File: src/rtl/receiver.sv
// receiver: 8N1 serial byte receiver with valid/ack hold handshake.
// Line rx is double-flopped, a frame is timed with a fixed CLKS_PER_BIT
// count, and each completed byte is held on data until the consumer acks.
// Optional build macro: RECEIVER_MAJORITY_EN -- when defined, every bit
// evaluation takes a 2-of-3 vote over the last three synchronized samples,
// rejecting single-cycle glitches. Edge timing is identical either way.
module receiver #(
    parameter int CLKS_PER_BIT = 16
) (
    input  logic       clk,
    input  logic       reset,
    input  logic       rx,
    input  logic       ack,
    output logic [7:0] data,
    output logic       valid,
    output logic       frame_err,
    output logic       overrun,
    output logic       busy
);

    // Evaluation points: mid start bit, then one full bit period each.
    localparam logic [7:0] HALF_M1 = 8'(CLKS_PER_BIT / 2 - 1);
    localparam logic [7:0] BIT_M1  = 8'(CLKS_PER_BIT - 1);

    if (CLKS_PER_BIT < 4 || CLKS_PER_BIT > 255) begin : g_bad_cpb
        $error("receiver: CLKS_PER_BIT must be in 4..255");
    end

    typedef enum logic [2:0] {
        IDLE,
        START,
        DATA,
        STOP,
        WAIT_HIGH
    } state_t;

    state_t     state;
    logic [7:0] cnt;
    logic [2:0] idx;
    logic [7:0] shift;
    logic       rx_meta;
    logic       rx_s;
    logic       sample;
    logic       stop_eval;
    logic       stop_ok;

    // Two-flop synchronizer; resets to the idle (high) line level.
    always_ff @(posedge clk) begin
        if (reset) begin
            rx_meta <= 1'b1;
            rx_s    <= 1'b1;
        end else begin
            rx_meta <= rx;
            rx_s    <= rx_meta;
        end
    end

`ifdef RECEIVER_MAJORITY_EN
    // Two previous synchronized samples; with rx_s they form the 3-deep window.
    logic [1:0] hist;
    logic [2:0] win;

    // History of rx_s from the two preceding edges.
    always_ff @(posedge clk) begin
        if (reset) begin
            hist <= 2'b11;
        end else begin
            hist <= {hist[0], rx_s};
        end
    end

    assign win    = {hist, rx_s};
    assign sample = (win[0] & win[1]) | (win[0] & win[2]) | (win[1] & win[2]);
`else
    assign sample = rx_s;
`endif

    assign stop_eval = (state == STOP) && (cnt == BIT_M1);
    assign stop_ok   = stop_eval && sample;

    // Frame sequencer: start qualification, data shifting, stop check.
    always_ff @(posedge clk) begin
        if (reset) begin
            state     <= IDLE;
            cnt       <= 8'd0;
            idx       <= 3'd0;
            shift     <= 8'd0;
            busy      <= 1'b0;
            frame_err <= 1'b0;
        end else begin
            frame_err <= 1'b0;
            case (state)
                IDLE: begin
                    if (!rx_s) begin
                        state <= START;
                        cnt   <= 8'd0;
                        busy  <= 1'b1;
                    end
                end
                START: begin
                    if (cnt == HALF_M1) begin
                        cnt <= 8'd0;
                        if (sample) begin
                            // Line went back high: false start, drop quietly.
                            state <= IDLE;
                            busy  <= 1'b0;
                        end else begin
                            state <= DATA;
                            idx   <= 3'd0;
                        end
                    end else begin
                        cnt <= cnt + 8'd1;
                    end
                end
                DATA: begin
                    if (cnt == BIT_M1) begin
                        cnt        <= 8'd0;
                        shift[idx] <= sample;
                        idx        <= idx + 3'd1;
                        if (idx == 3'd7) begin
                            state <= STOP;
                        end
                    end else begin
                        cnt <= cnt + 8'd1;
                    end
                end
                STOP: begin
                    if (cnt == BIT_M1) begin
                        cnt <= 8'd0;
                        if (sample) begin
                            // Back to IDLE half a bit early so a tight
                            // back-to-back start edge is not missed.
                            state <= IDLE;
                            busy  <= 1'b0;
                        end else begin
                            frame_err <= 1'b1;
                            state     <= WAIT_HIGH;
                        end
                    end else begin
                        cnt <= cnt + 8'd1;
                    end
                end
                WAIT_HIGH: begin
                    // A held-low (break) line must not look like a new start.
                    if (rx_s) begin
                        state <= IDLE;
                        busy  <= 1'b0;
                    end
                end
                default: begin
                    state <= IDLE;
                    busy  <= 1'b0;
                end
            endcase
        end
    end

    // Consumer handshake: deliver on a good stop, clear on ack.
    always_ff @(posedge clk) begin
        if (reset) begin
            data    <= 8'd0;
            valid   <= 1'b0;
            overrun <= 1'b0;
        end else if (stop_ok) begin
            if (!valid || ack) begin
                // Slot free (or being freed this cycle); overrun untouched.
                data  <= shift;
                valid <= 1'b1;
            end else begin
                // Consumer still holds the old byte: keep it, drop the new one.
                overrun <= 1'b1;
            end
        end else if (ack && valid) begin
            valid   <= 1'b0;
            overrun <= 1'b0;
        end
    end

endmodule
File: config.mk
export PLATFORM = sky130hd
export DESIGN_NAME = receiver
export DESIGN_NICKNAME = d
export VERILOG_FILES = /design/src/rtl/receiver.sv
export SDC_FILE = /design/constraint.sdc
export NUM_CORES = 1
export LEC_CHECK = 0
export CORE_ASPECT_RATIO = 0.6
export CORE_UTILIZATION = 25
export DETAILED_ROUTE_END_ITERATION = 8
export DONT_BUFFER_PORTS = 1
export GPL_ROUTABILITY_DRIVEN = 0
export MAX_ROUTING_LAYER = met4
export PLACE_DENSITY_LB_ADDON = 0.3
export SKIP_LAST_GASP = 1
export SLEW_MARGIN = 40
export SYNTH_ARGS = -nofsm -noshare
export SYNTH_HDL_FRONTEND = slang
export SYNTH_SLANG_ARGS = --single-unit
File: constraint.sdc
create_clock -name clk -period 1.7 [get_ports clk]
set_input_delay 0.085 -clock clk [delete_from_list [all_inputs] [get_ports clk]]
set_output_delay 0.085 -clock clk [all_outputs]
set_load 0.01 [all_outputs]
==> results.toml <==
[cells_and_area]
n_antenna_cell = 0
fillers = 701
fin_area_um2 = 2360
nNetsFinal = 229
drive_gt1_share_pct = 31.08
area_delta_synth_final_pct = 33.00

[clock_tree]
hold_buffers = 4
cts_tree = "yes"
clock_latency_ns = 0.28
clkTransAtPathRegs_ns = 0.06
root_buffer = "clkbuf_16"
clockBufferDepth = 2
clkSinkCount = 36
cts_buffers = 5
h-tree-depth = 2

[sta]
final-hold-violation-count = 12
fin_crit_ns = 1.726
max_freq_ghz = 0.5794
postLayoutSetupSlackWorst_ns = -0.02605
skew_ns = 0.005818
slew_headroom_pct = 69.38
rsz0062_at_grt = "true"
setup_violations = 2
tightestPinTransition_ns = 0.4584
fin_crit_sh_pct = 101.5
holdWs_ns = -0.1260
slew_viol_final = 0

[worst_setup_path]
path_class = "flop to flop"
r2r_end = "overrun$_SDFFE_PP0P_"
reg2regPathDepth = 4
r2r-start = "cnt[4]$_SDFFE_PP0P_"
critPathArrivalTime_ns = 1.92
critPathLaunchType = "flop"
worstPathRequired_ns = 1.89
end_kind = "flop"
r2r_slack_ns = -0.03
worstSetupStartpoint = "cnt[4]$_SDFFE_PP0P_"
path_max_fanout = 8

[logic_synthesis]
synth_cells = 192
seq_area_frac_synth_pct = 40.62
synth_top_family_by_area = "simple AND/OR/NAND/NOR gates"
synthFlopType = "dfxtp_1"
yosys.area_share.simple_pct = 29.34
synthMostInstantiatedCell = "dfxtp_1"
mappedNetlistArea_um2 = 1774
synth_seq_cells = 36
yosys-top-cells-count = "36 x dfxtp_1, 29 x nand2_1, 15 x mux2i_1, 14 x nor2_1, 8 x o21ai_0"
synth_top_area_share_pct = 40.62
synth_edf_count = 0
async_flop_share_pct = 0
yosys_warnings = 0
syn_nets = 199
synth.area.top_cells = "dfxtp_1 41%, mux2i_1 8.5%, nand2_1 6.1%"
synth_mux_area_share_pct = 9.732
synth-adder-area-share_pct = 2.116
synth.distinct_cells = 48
yosys.area.top_type = "dfxtp_1"
synthXorXnorAreaFrac_pct = 1.481
synth_compound_area_share_pct = 13.19
syn_area_per_cell_um2 = 9.241

[min_path]
hold_path_class = "input pin to flop"
hold_end = "shift[6]$_SDFFE_PP0P_"
min_from = "reset"
holdPathStages = 1

[route]
drcViolationCount = 0
vias_per_cell = 4.922
drtPass1Iterations = 4
wl_per_cell_um = 14.47
vias = 1521
wl_mm = 4.472
drtIter0Drc = 110
antenna_left = 0

[run_status]
status = "finished with violations"
violations = "negative hold slack, negative setup slack"

[grt]
grt_max_degree = 21
antenna_found_initial = 0
grt.total_usage_pct = 13.24
grt_pass1_vias = 1379
overflow = 0
grt_pass1_wl_mm = 7.217

[job]
maxCapViolCount = 0

[floorplan]
start_util_pct = 26.23
io_pins = 16
die_w_um = 110.8
core.rowCount = 23
fp.coreArea_um2 = 6763
die_y_um = 67.26
dieArea_um2 = 7449

[power_and_ir_drop]
p_leak_nw = 0.8352
power_mw = 1.879
p_per_area_nw_per_um2 = 796.3
irDropWorstVdd_v = 0.0004639

[placed_design]
dp_hpwl_mm = 3.265
io_buffers = 0
place_area_um2 = 2088
-- cell families (layout without fill, tap and decap cells) --
logic type | Yosys count | after routing
simple gates | 89 | 89
flops | 36 | 36
compound gates | 30 | 30
mux | 17 | 17
buf+inv | 14 | 44
fa+ha+maj | 3 | 3
xor+xnor | 3 | 3
-- layout make-up --
type / count / area [µm²] / area share, %
well taps: 87 / 108.9 / 4.613
inverters: 1 / 3.754 / 0.1591
clock buffers: 7 / 152.6 / 6.469
repair buffers: 36 / 292.8 / 12.41
multi-input cells: 142 / 1076 / 45.60
flip-flops and latches: 36 / 725.7 / 30.75
-- how the worst max path moves through the flow --
stage                     slack, ns  cells after the start                     to
after CTS                     -0.01                      4   overrun$_SDFFE_PP0P_
after global placement        -0.06                      5  state[2]$_SDFFE_PP0P_
after floorplan               -0.03                      5    idx[0]$_SDFFE_PP0P_
after global routing          -0.08                      4   overrun$_SDFFE_PP0P_
after detailed placement      -0.07                      4   overrun$_SDFFE_PP0P_
final                         -0.03                      4   overrun$_SDFFE_PP0P_
-- layer usage --
layer / GRT usage (%) / wire (µm) / vias to the layer above
li1: - / - / 762
met1: 19.56 / 2511 / 708
met2: 16.85 / 1671 / 44
met3: 4.129 / 259 / 7
met4: 3.000 / 29 / 0
met5: - / 0 / -
-- critical path, stage by stage (launching register included) --
cell     delay, ns
dfxtp_2       0.32
or4_4         0.65
nor4_4        0.36
a21oi_2       0.10
o32ai_2       0.20
-- sequential cells by signal, indices dropped and copies added (netlist names) --
register / count
state: 3
shift: 8
frame_err: 1
busy: 1
rx_s: 1
rx_meta: 1
cnt: 8
data: 8
valid: 1
overrun: 1
idx: 3
-- layout by cell type (no fill, tap or decap), drive strengths merged, types with 5 or more instances in the layout --
cell,count
clkbuf,7
nand2,30
a21oi,5
buf,32
nor3b,5
mux2i,15
dfxtp,36
o21ai,8
nor4,8
nor2,14
nand4,7
-- power by group --
group          leakage (nW)  switching (mW)  internal (mW)  total, mW
sequential            0.292         0.00552          0.849      0.855
clock                0.0760           0.339          0.615      0.954
combinational         0.467          0.0416         0.0286     0.0702
total                 0.835           0.387           1.49       1.88
-- metrics by stage --
stage | TNS, ns | instances | hold WS [ns] | setup slack, ns | utilization [%]
after floorplan | -0.02998 | 192 | 0.1888 | -0.02998 | -
after global placement | -0.07302 | 294 | 0.1602 | -0.05648 | 30.88
after detailed placement | -0.08277 | 294 | 0.1605 | -0.07481 | 30.88
after CTS | -0.01479 | 306 | -0.1328 | -0.01109 | 33.89
after global routing | -0.3481 | 309 | -0.1298 | -0.08399 | 34.89
final | -0.03024 | 309 | -0.1260 | -0.02605 | 34.89
-- repair_timing --
item                                    in CTS  in global routing
gates cloned                                 0                  0
setup buffers                                1                  3
gates resized for setup                      1                  9
hold endpoints to repair                    14                 12
pin swaps                                    3                  4
endpoints found under the setup margin       4                 20
No activity file was read; power rests on OpenSTA's default activity.
